$ cat config.mk
export PLATFORM = sky130hd
export DESIGN_NAME = mix_add_stage
export DESIGN_NICKNAME = d
export VERILOG_FILES = /design/src/rtl/mix_add_stage.sv
export SDC_FILE = /design/constraint.sdc
export NUM_CORES = 1
export LEC_CHECK = 0
export CAP_MARGIN = 20
export CORE_ASPECT_RATIO = 0.75
export CORE_MARGIN = 2
export CORE_UTILIZATION = 40
export DETAILED_ROUTE_END_ITERATION = 10
export PLACE_DENSITY = 0.73
export SYNTH_ARGS = -nofsm -noshare
export SYNTH_HDL_FRONTEND = slang
export SYNTH_SLANG_ARGS = --single-unit
$ cat constraint.sdc
create_clock -name i_clk -period 1.9 [get_ports i_clk]
set_clock_uncertainty 0.05 [all_clocks]
set_input_delay 0.38 -clock i_clk [delete_from_list [all_inputs] [get_ports i_clk]]
set_output_delay 0.38 -clock i_clk [all_outputs]
set_load 0.01 [all_outputs]
$ cat src/rtl/mix_add_stage.sv
// mix_add_stage: AES round back end. It applies ShiftRows, then MixColumns
// (skipped on the final round), then AddRoundKey. Two registered stages with
// valid/ready handshakes on both sides.
//
// Ports:
//   i_clk        rising-edge clock
//   i_rst        synchronous active-high reset
//   i_valid      upstream data qualifier
//   o_ready      stage can accept i_data_in this cycle (combinational)
//   i_data_in    128-bit SubBytes output state
//   i_round_key  128-bit round key, sampled with i_data_in
//   i_last_round 1 = bypass MixColumns, sampled with i_data_in
//   o_valid      o_data_out holds a valid result
//   i_ready      downstream accepts o_data_out this cycle
//   o_data_out   128-bit round result
//
// Byte n of the state (row n%4, column n/4) occupies bits [127-8n -: 8].
module mix_add_stage (
   input  logic         i_clk,
   input  logic         i_rst,
   input  logic         i_valid,
   output logic         o_ready,
   input  logic [127:0] i_data_in,
   input  logic [127:0] i_round_key,
   input  logic         i_last_round,
   output logic         o_valid,
   input  logic         i_ready,
   output logic [127:0] o_data_out
);

   localparam int unsigned STATE_W = 128;

   // GF(2^8) multiply by 2, reduced by the AES polynomial
   function automatic logic [7:0] xtime(input logic [7:0] b);
      return {b[6:0], 1'b0} ^ (b[7] ? 8'h1b : 8'h00);
   endfunction

   // Output byte (r + 4c) takes input byte (r + 4*((c + r) mod 4))
   function automatic logic [STATE_W-1:0] shift_rows(input logic [STATE_W-1:0] s);
      logic [STATE_W-1:0] t;
      t = '0;
      for (int c = 0; c < 4; c++) begin
         for (int r = 0; r < 4; r++) begin
            t[127 - 8*(r + 4*c) -: 8] = s[127 - 8*(r + 4*((c + r) % 4)) -: 8];
         end
      end
      return t;
   endfunction

   // Column-wise multiply by the circulant {02 03 01 01}
   function automatic logic [STATE_W-1:0] mix_columns(input logic [STATE_W-1:0] s);
      logic [STATE_W-1:0] t;
      logic [7:0] a0, a1, a2, a3;
      t = '0;
      for (int c = 0; c < 4; c++) begin
         a0 = s[127 - 8*(4*c)     -: 8];
         a1 = s[127 - 8*(4*c + 1) -: 8];
         a2 = s[127 - 8*(4*c + 2) -: 8];
         a3 = s[127 - 8*(4*c + 3) -: 8];
         t[127 - 8*(4*c)     -: 8] = xtime(a0) ^ xtime(a1) ^ a1 ^ a2 ^ a3;
         t[127 - 8*(4*c + 1) -: 8] = a0 ^ xtime(a1) ^ xtime(a2) ^ a2 ^ a3;
         t[127 - 8*(4*c + 2) -: 8] = a0 ^ a1 ^ xtime(a2) ^ xtime(a3) ^ a3;
         t[127 - 8*(4*c + 3) -: 8] = xtime(a0) ^ a0 ^ a1 ^ a2 ^ xtime(a3);
      end
      return t;
   endfunction

   logic [STATE_W-1:0] sr_c;
   logic [STATE_W-1:0] mc_c;
   logic [STATE_W-1:0] s1_next_c;
   logic [STATE_W-1:0] s1_data;
   logic [STATE_W-1:0] s1_key;
   logic               s1_valid;
   logic               load_in_c;
   logic               load_out_c;

   // Round datapath ahead of stage 1
   always_comb begin
      sr_c      = shift_rows(i_data_in);
      mc_c      = mix_columns(sr_c);
      s1_next_c = i_last_round ? sr_c : mc_c;
   end

   // Stage 1 can take a block when it is empty or is handing its block on
   assign o_ready    = !s1_valid || !o_valid || i_ready;
   assign load_in_c  = i_valid && o_ready;
   assign load_out_c = s1_valid && (!o_valid || i_ready);

   // Stage 1: mixed state plus the key captured with it
   always_ff @(posedge i_clk) begin
      if (i_rst) begin
         s1_valid <= 1'b0;
         s1_data  <= '0;
         s1_key   <= '0;
      end else if (load_in_c) begin
         s1_valid <= 1'b1;
         s1_data  <= s1_next_c;
         s1_key   <= i_round_key;
      end else if (load_out_c) begin
         s1_valid <= 1'b0;
      end
   end

   // Stage 2: AddRoundKey result, held until the consumer takes it
   always_ff @(posedge i_clk) begin
      if (i_rst) begin
         o_valid    <= 1'b0;
         o_data_out <= '0;
      end else if (load_out_c) begin
         o_valid    <= 1'b1;
         o_data_out <= s1_data ^ s1_key;
      end else if (o_valid && i_ready) begin
         o_valid    <= 1'b0;
      end
   end

endmodule

==> summary.md, run 1 <==
| Metric | Value |
|---|---|
| Initial core utilization | `0.406` |
| Synthesized flop and latch total | `386` |
| Final hold violations | `0` |
| Worst vdd ir | `0.000529 V` |
| Min-Delay Path Depth | `2` |
| Placer congestion estimate | `0.914` |
| GRT Overall Usage | `0.230` |
| Placed cell areas | `0.0262 mm²` |
| Crit path arrival time | `1430 ps` |
| Antenna-violating nets left | `0` |
| Kind of critical path | `reg2out` |
| Final Util | `0.566` |
| Die Span Y | `197 µm` |
| Critical path depth | `1` |
| Status | `finished clean` |
| Port Buffers | `390` |
| Cells along the critical path | `clkdlybuf4s50_1` |
| Full die area | `0.0513 mm²` |
| Initial antenna violation count | `2` |
| Core box area | `0.0488 mm²` |
| Fmax | `0.537 GHz` |
| Vias per cell | `5.13` |
| Clk root buf | `clkbuf_16` |
| Grt total ovfl | `0` |
| CP max stage delay | `540 ps` |
| CP delay by family, top | `buffers and inverters` |
| Reg2reg path depth | `6` |
| IO Count | `391` |
| CP required | `1470 ps` |
| Total power | `23700 µW` |
| Fraction of layout cells with a size suffix above 1 | `0.137` |
| Reg clk slew, reported paths | `60 ps` |
| Htree depth | `2` |
| Fill cells | `4156` |
| First-pass GRT wire length | `93700 µm` |
| Syn Nets | `2416` |
| Clk buf depth | `3` |
| Placed Instances | `3284` |
| Area growth from synthesis to layout | `39.6%` |
| First-pass iteration count of the detailed router | `5` |
| Hold Path Sink | `s1_key[20]` |
| Mapped Cells | `2155` |
| Syn. warnings | `0` |
| Leak | `0.0116 µW` |
| DRC Markers | `0` |
| Setup tns final | `0 ps` |
| Period utilization | `0.981` |
| TritonCTS Buffers | `42` |
| Sequential cell area | `0.00773 mm²` |
| HP Class | `in2reg` |
| Min Tclk post-route | `1860 ps` |
| Reg2reg start | `o_valid` |
| Detailed placer's ending HPWL | `45700 µm` |
| Crit. Startpoint | `o_data_out[72]` |
| Hold-fix buffers, CTS | `0` |
| Final Non-Filler Cells | `3363` |
| Hold Startpoint | `i_rst` |
| Slew Limit Headroom | `0.510` |
| Clk sink count | `386` |
| Startpoint Class | `flop` |
| Synthesized cell area | `0.0198 mm²` |
| Max Slew Vio Count | `0` |
| Final #Nets | `2942` |
| Die X | `261 µm` |
| R2r endpoint | `s1_data[72]` |
| Setup violations, final | `0` |
| Initial DRC count | `1120` |
| CP endpoint kind | `output pin` |
| Sequential area share after synthesis | `0.391` |
| Cell Pwr Density | `859 mW/mm²` |
| Post-route cell area | `0.0276 mm²` |
| # rows | `70` |
| Wirelength per Cell | `18.0 µm` |
| Multi-input logic area | `0.0113 mm²` |
| Total buffers and inverters traversed by the critical path | `1` |
| WL final | `60500 µm` |
| Vias in the first global route | `17.1k` |
| Max Cap Viol | `0` |
| CTS tree | `built` |
| Synth cell types | `34` |
| Pin count of the biggest net entering global routing | `146` |
| Via count | `17.2k` |
| Mean cell area of the mapped netlist | `9.18 µm²` |
| Worst-path fanout max | `2` |
| Critical Path Slowest Stage Cell | `clkdlybuf4s50_1` |
| Least-Margin Pin Slew | `735 ps` |
| R2r setup slk | `180 ps` |
| Latest clock arrival within the worst-skew pair | `560 ps` |
## sequential cells by signal (all words and copies together), names as in the netlist
| name | cells |
|---|---|
| s1_valid | 1 |
| o_data_out | 128 |
| o_valid | 1 |
| s1_key | 128 |
| s1_data | 128 |
## where the power goes
| part | internal, µW | switching [µW] |
|---|---|---|
| registers | 8740 | 499 |
| clock network | 5300 | 3480 |
| logic | 3140 | 2580 |
## layer usage
metal  vias to the layer above  GRT usage  share of wire
li1                       8381          -              -
met1                      8236      0.325           0.47
met2                       540      0.365           0.45
met3                        82     0.0414          0.068
met4                         2     0.0540          0.017
met5                         -          0        0.00021
## final cells by class
| cell class | instances | share of cell area |
|---|---|---|
| Antenna cell | 1 | 0.0000906 |
| Clock buffer | 56 | 0.0436 |
| Clock inverter | 21 | 0.0101 |
| Inverter | 4 | 0.000543 |
| Multi-Input combinational cell | 1577 | 0.408 |
| Sequential cell | 386 | 0.280 |
| Tap cell | 648 | 0.0293 |
| Timing Repair Buffer | 670 | 0.228 |
## cell usage in the layout, fill, tap and decap left out, types with 3 or more instances in the layout
cell type and count:
xnor3_1 62, o21ai_0 3, nand3_1 44, clkbuf_16 43, buf_12 26, inv_1 4, or3_1 14, buf_4 256
dfxtp_1 384, clkinv_2 9, clkbuf_8 8, dlymetal6s2s_1 30, nand2_1 265, clkbuf_1 5, nor2_1 203, a211oi_1 188
clkdlybuf4s50_1 273, bufinv_16 6, o21bai_1 14, nor2b_1 6, nand3b_1 58, o21a_1 3, a31oi_1 14, dlygate4sd2_1 84
xor2_1 81, o211ai_1 44, o211a_1 5, a21oi_1 156, mux2i_1 62, xnor2_2 4, xnor2_1 334, nor3_1 5
## synthesized netlist by cell type
cell      number  area, µm²
nand3_1       44        220
nor2_1       203        762
clkbuf_8       1       13.8
clkbuf_2       1       5.00
xnor2_4        1       27.5
o211a_1        5       50.1
mux2i_1       62        621
dfxtp_1      386       7730
xnor3_2        1       23.8
a211oi_1     188       1410
xor2_2         1       16.3
nor2b_1        8       50.1
clkbuf_1     133        499
o21a_1         3       22.5
buf_4          3       22.5
xnor3_1       62       1400
nor3_1         5       25.0
o21bai_1      14        105
or3_1         15       93.8
a21oi_1      157        786
buf_6          2       22.5
xnor2_2        4       65.1
xnor2_1      334       2930
nand2_1      266        998
a31oi_1       14       87.6
o21ai_0        3       15.0
buf_2         42        210
a211oi_2       2       25.0
nand3b_1      58        435
o211ai_1      44        330
inv_1          4       15.0
xor2_1        81        709
buf_1          6       22.5
xor3_1         2       47.6
## how the worst max path moves through the flow
| stage | to | slack [ps] |
|---|---|---|
| 2_1_floorplan | s1_data[67] | 190 |
| 3_3_place_gp | s1_data[79] | -310 |
| 3_5_place_dp | s1_data[47] | -340 |
| 4_1_cts | o_data_out[15] | 0.6 |
| 5_1_grt | o_data_out[72] | -20 |
| 6_report | o_data_out[72] | 40 |
## kinds of logic (layout without fill, tap and decap cells)
logic type,Yosys count,after routing,share of synthesized area
flops,386,386,0.391
xor+xnor,486,486,0.263
other cells,0,1,0
compound gates,430,430,0.143
buf+inv,192,751,0.0410
simple gates,599,599,0.131
mux,62,62,0.0314
## through the flow
step	hold slack (ps)	setup WS (ps)
5_1_grt	55.5	-16.2
6_report	66.0	36.1
3_3_place_gp	405	-310
3_5_place_dp	409	-337
2_1_floorplan	399	189
4_1_cts	45.6	0.563
## timing repair
item | 4_1_cts | 5_1_grt
resized for setup | 89 | 30
pin swaps | 1 | 0
setup endpoints to repair | 85 | 30
buffers inserted | 1 | 0
## worst register-to-register path, stage by stage (launching register included)
cell and delay, ps:
dfxtp_1 340, nor2b_1 400, a21oi_4 170, buf_12 180, buf_12 170, buf_4 150, a211oi_1 180
Note: power is estimated with default switching activity, not from simulation.
==> run 2, diff against run 1 <==
CAP_MARGIN = 5   (was 20)
CELL_PAD_IN_SITES_DETAIL_PLACEMENT = 2   (was default)
CELL_PAD_IN_SITES_GLOBAL_PLACEMENT = 2   (was default)
CORE_UTILIZATION = 32   (was 40)
PLACE_DENSITY = 0.9   (was 0.73)
==> run 2 against run 1 <==
  * The flow now finishes with violations (negative setup slack)
  * Register-to-register slack lost 120 ps
  * Critical path depth grew 5
  * Via count grew 11%
  * Fmax shrank 3.2%
  * Count of clock-buffer cells in the layout grew 4
  * Critical endpoint is now s1_data[14]
  * Core utilization shrank 10 points
  * Sequential share of layout area shrank 0.53 points
==> summary.md, run 2 (synthesized netlist as in run 1, its figures left out) <==
| Metric | Value |
|---|---|
| Latest clock arrival within the worst-skew pair | `560 ps (about the same)` |
| Reg clk slew, reported paths | `60 ps (about the same)` |
| Initial DRC count | `1033 (-7.8%)` |
| Final hold violations | `0 (unchanged)` |
| DRC Markers | `0 (unchanged)` |
| IO Count | `391 (unchanged)` |
| Reg2reg path depth | `6 (unchanged)` |
| Min Tclk post-route | `1920 ps (+61.0 ps)` |
| Switching Power | `7760 µW (+18%)` |
| Startpoint Class | `input port` |
| Worst-path fanout max | `4 (+2)` |
| Slew Limit Headroom | `0.608 (+0.0981)` |
| P_int | `17300 µW (+0.79%)` |
| Largest regs | `o_data_out x128, s1_data x128, s1_key x128` |
| CTS tree | `built` |
| R2r endpoint | `s1_data[14]` |
| Detailed placer's ending HPWL | `70300 µm (+54%)` |
| Failing checks | `negative setup slack` |
| Clk root buf | `clkbuf_16` |
| Core box area | `0.0608 mm² (+25%)` |
| Setup tns final | `-24.9 ps (-24.9 ps)` |
| Vias per cell | `5.37 (+4.7%)` |
| Initial antenna violation count | `2 (unchanged)` |
| Leak | `0.0117 µW (+1.2%)` |
| Status | `finished with violations` |
| ANT cells | `0 (-1)` |
| Fill cells | `6384 (+54%)` |
| Share of power burned in registers | `0.374 (-0.015)` |
| HP Class | `in2reg` |
| Sw Share | `0.310 (+0.0333)` |
| TritonCTS Buffers | `43 (+2.4%)` |
| Crit. Startpoint | `i_data_in[30]` |
| Least-Margin Pin Slew | `588 ps (-147 ps)` |
| Vias in the first global route | `22.1k (+29%)` |
| Max Cap Viol | `0 (unchanged)` |
| Area growth from synthesis to layout | `42.3%` |
| Placement Setup Slack | `-579 ps (-242 ps)` |
| Crit path arrival time | `2290 ps (+860 ps)` |
| Fin worst setup slack | `-24.9 ps (-61.0 ps)` |
| # rows | `78 (+11%)` |
| GRT Overall Usage | `0.302 (+0.0718)` |
| CP required | `2260 ps (+790 ps)` |
| Most frequent cells in the layout | `dfxtp_1 (384), xnor2_1 (333), buf_4 (306)` |
| Via count | `19.1k (+11%)` |
| First-pass GRT wire length | `147000 µm (+57%)` |
| Clk sink count | `386 (unchanged)` |
| Port Buffers | `390 (unchanged)` |
| Grt total ovfl | `0 (unchanged)` |
| Worst vdd ir | `0.000517 V (-2.2%)` |
| Wirelength per Cell | `27.7 µm (+54%)` |
| Antenna-violating nets left | `0 (unchanged)` |
| Die X | `291 µm (+12%)` |
| Final #Nets | `2994 (+1.8%)` |
| Placer congestion estimate | `0.902 (-1.4%)` |
| Min-Delay Path Depth | `2 (unchanged)` |
| R2r setup slk | `60 ps (-120 ps)` |
| Kind of critical path | `in2reg` |
| Comb power frac | `0.260 (+0.019)` |
| Htree depth | `2 (unchanged)` |
| CP endpoint kind | `flop` |
| Max Slew Vio Count | `0 (unchanged)` |
| Most common cell after layout, fill and taps aside | `dfxtp_1` |
| Initial core utilization | `0.325 (-0.0802)` |
| Die Span Y | `219 µm (+12%)` |
| Setup violations, final | `1 (+1)` |
| Fraction of layout cells with a size suffix above 1 | `0.154 (+0.0177)` |
| First-pass iteration count of the detailed router | `5 (unchanged)` |
| Reg2reg start | `o_valid` |
| Cell Pwr Density | `891 mW/mm² (+3.7%)` |
| Hold-fix buffers, CTS | `0 (unchanged)` |
| Critical Path Sink | `s1_data[14]` |
| Total power | `25100 µW (+5.6%)` |
| Clk pwr share | `0.366 (-0.004)` |
| Full die area | `0.0639 mm² (+25%)` |
| Hold WS | `87.9 ps (+21.8 ps)` |
| Fmax | `0.520 GHz (-3.2%)` |
| Clk buf depth | `3 (unchanged)` |
| Pin count of the biggest net entering global routing | `87 (-40%)` |
| WL final | `98700 µm (+63%)` |
| Final Util | `0.463 (-0.103)` |
| Period utilization | `1.01 (+0.0321)` |
run 2: power groups by stage:
stage	registers [µW]	logic, µW	clock network [µW]
global placement	9410	5850	0
global route	9400	6870	9650
floorplan	9340	3280	0
finish	9370	6520	9180
CTS	9350	6490	9280
detailed placement	9490	6380	0
run 2: critical path: stages:
cell and delay, ps:
clkdlybuf4s50_1 660, xor2_1 340, buf_4 180, xnor3_1 190, mux2i_1 100, a211oi_1 440
run 2: how the worst min path moves through the flow:
stage | slack, ps | from | to
after global placement | 400 | s1_key[66] | s1_key[66]
after CTS | 60 | i_rst | s1_data[3]
after global routing | 70 | i_rst | s1_data[3]
after detailed placement | 420 | s1_key[71] | s1_key[71]
final | 90 | i_rst | s1_data[3]
after floorplan | 400 | s1_key[0] | s1_key[0]
run 2: through the flow:
stage | cell area, µm² | cells
after floorplan | 19800 | 2155
after global placement | 26700 | 3488
after detailed placement | 26700 | 3488
after CTS | 28100 | 3566
after global routing | 28200 | 3566
final | 28200 | 3566
run 2: area by class of cell:
type                            count  area (µm²)  share of cell area
Clock inverter                     18         231             0.00822
Multi-Input combinational cell   1577       11300               0.402
Inverter                            4        15.0            0.000533
Clock buffer                       60        1270              0.0452
Timing Repair Buffer              721        6590               0.234
Sequential cell                   386        7730               0.275
Tap cell                          800        1000              0.0356
run 2: per-layer routing:
layer / routed length (µm) / GRT usage
met1: 40000 / 0.352
met2: 50700 / 0.565
met3: 4330 / 0.0399
met4: 3650 / 0.109
met5: 11 / 0
run 2: what timing repair did:
action	CTS	global route
cloned	0	0
endpoints found under the setup margin	119	20
setup buffers	0	0
pin swaps	0	1
resized for setup	118	21
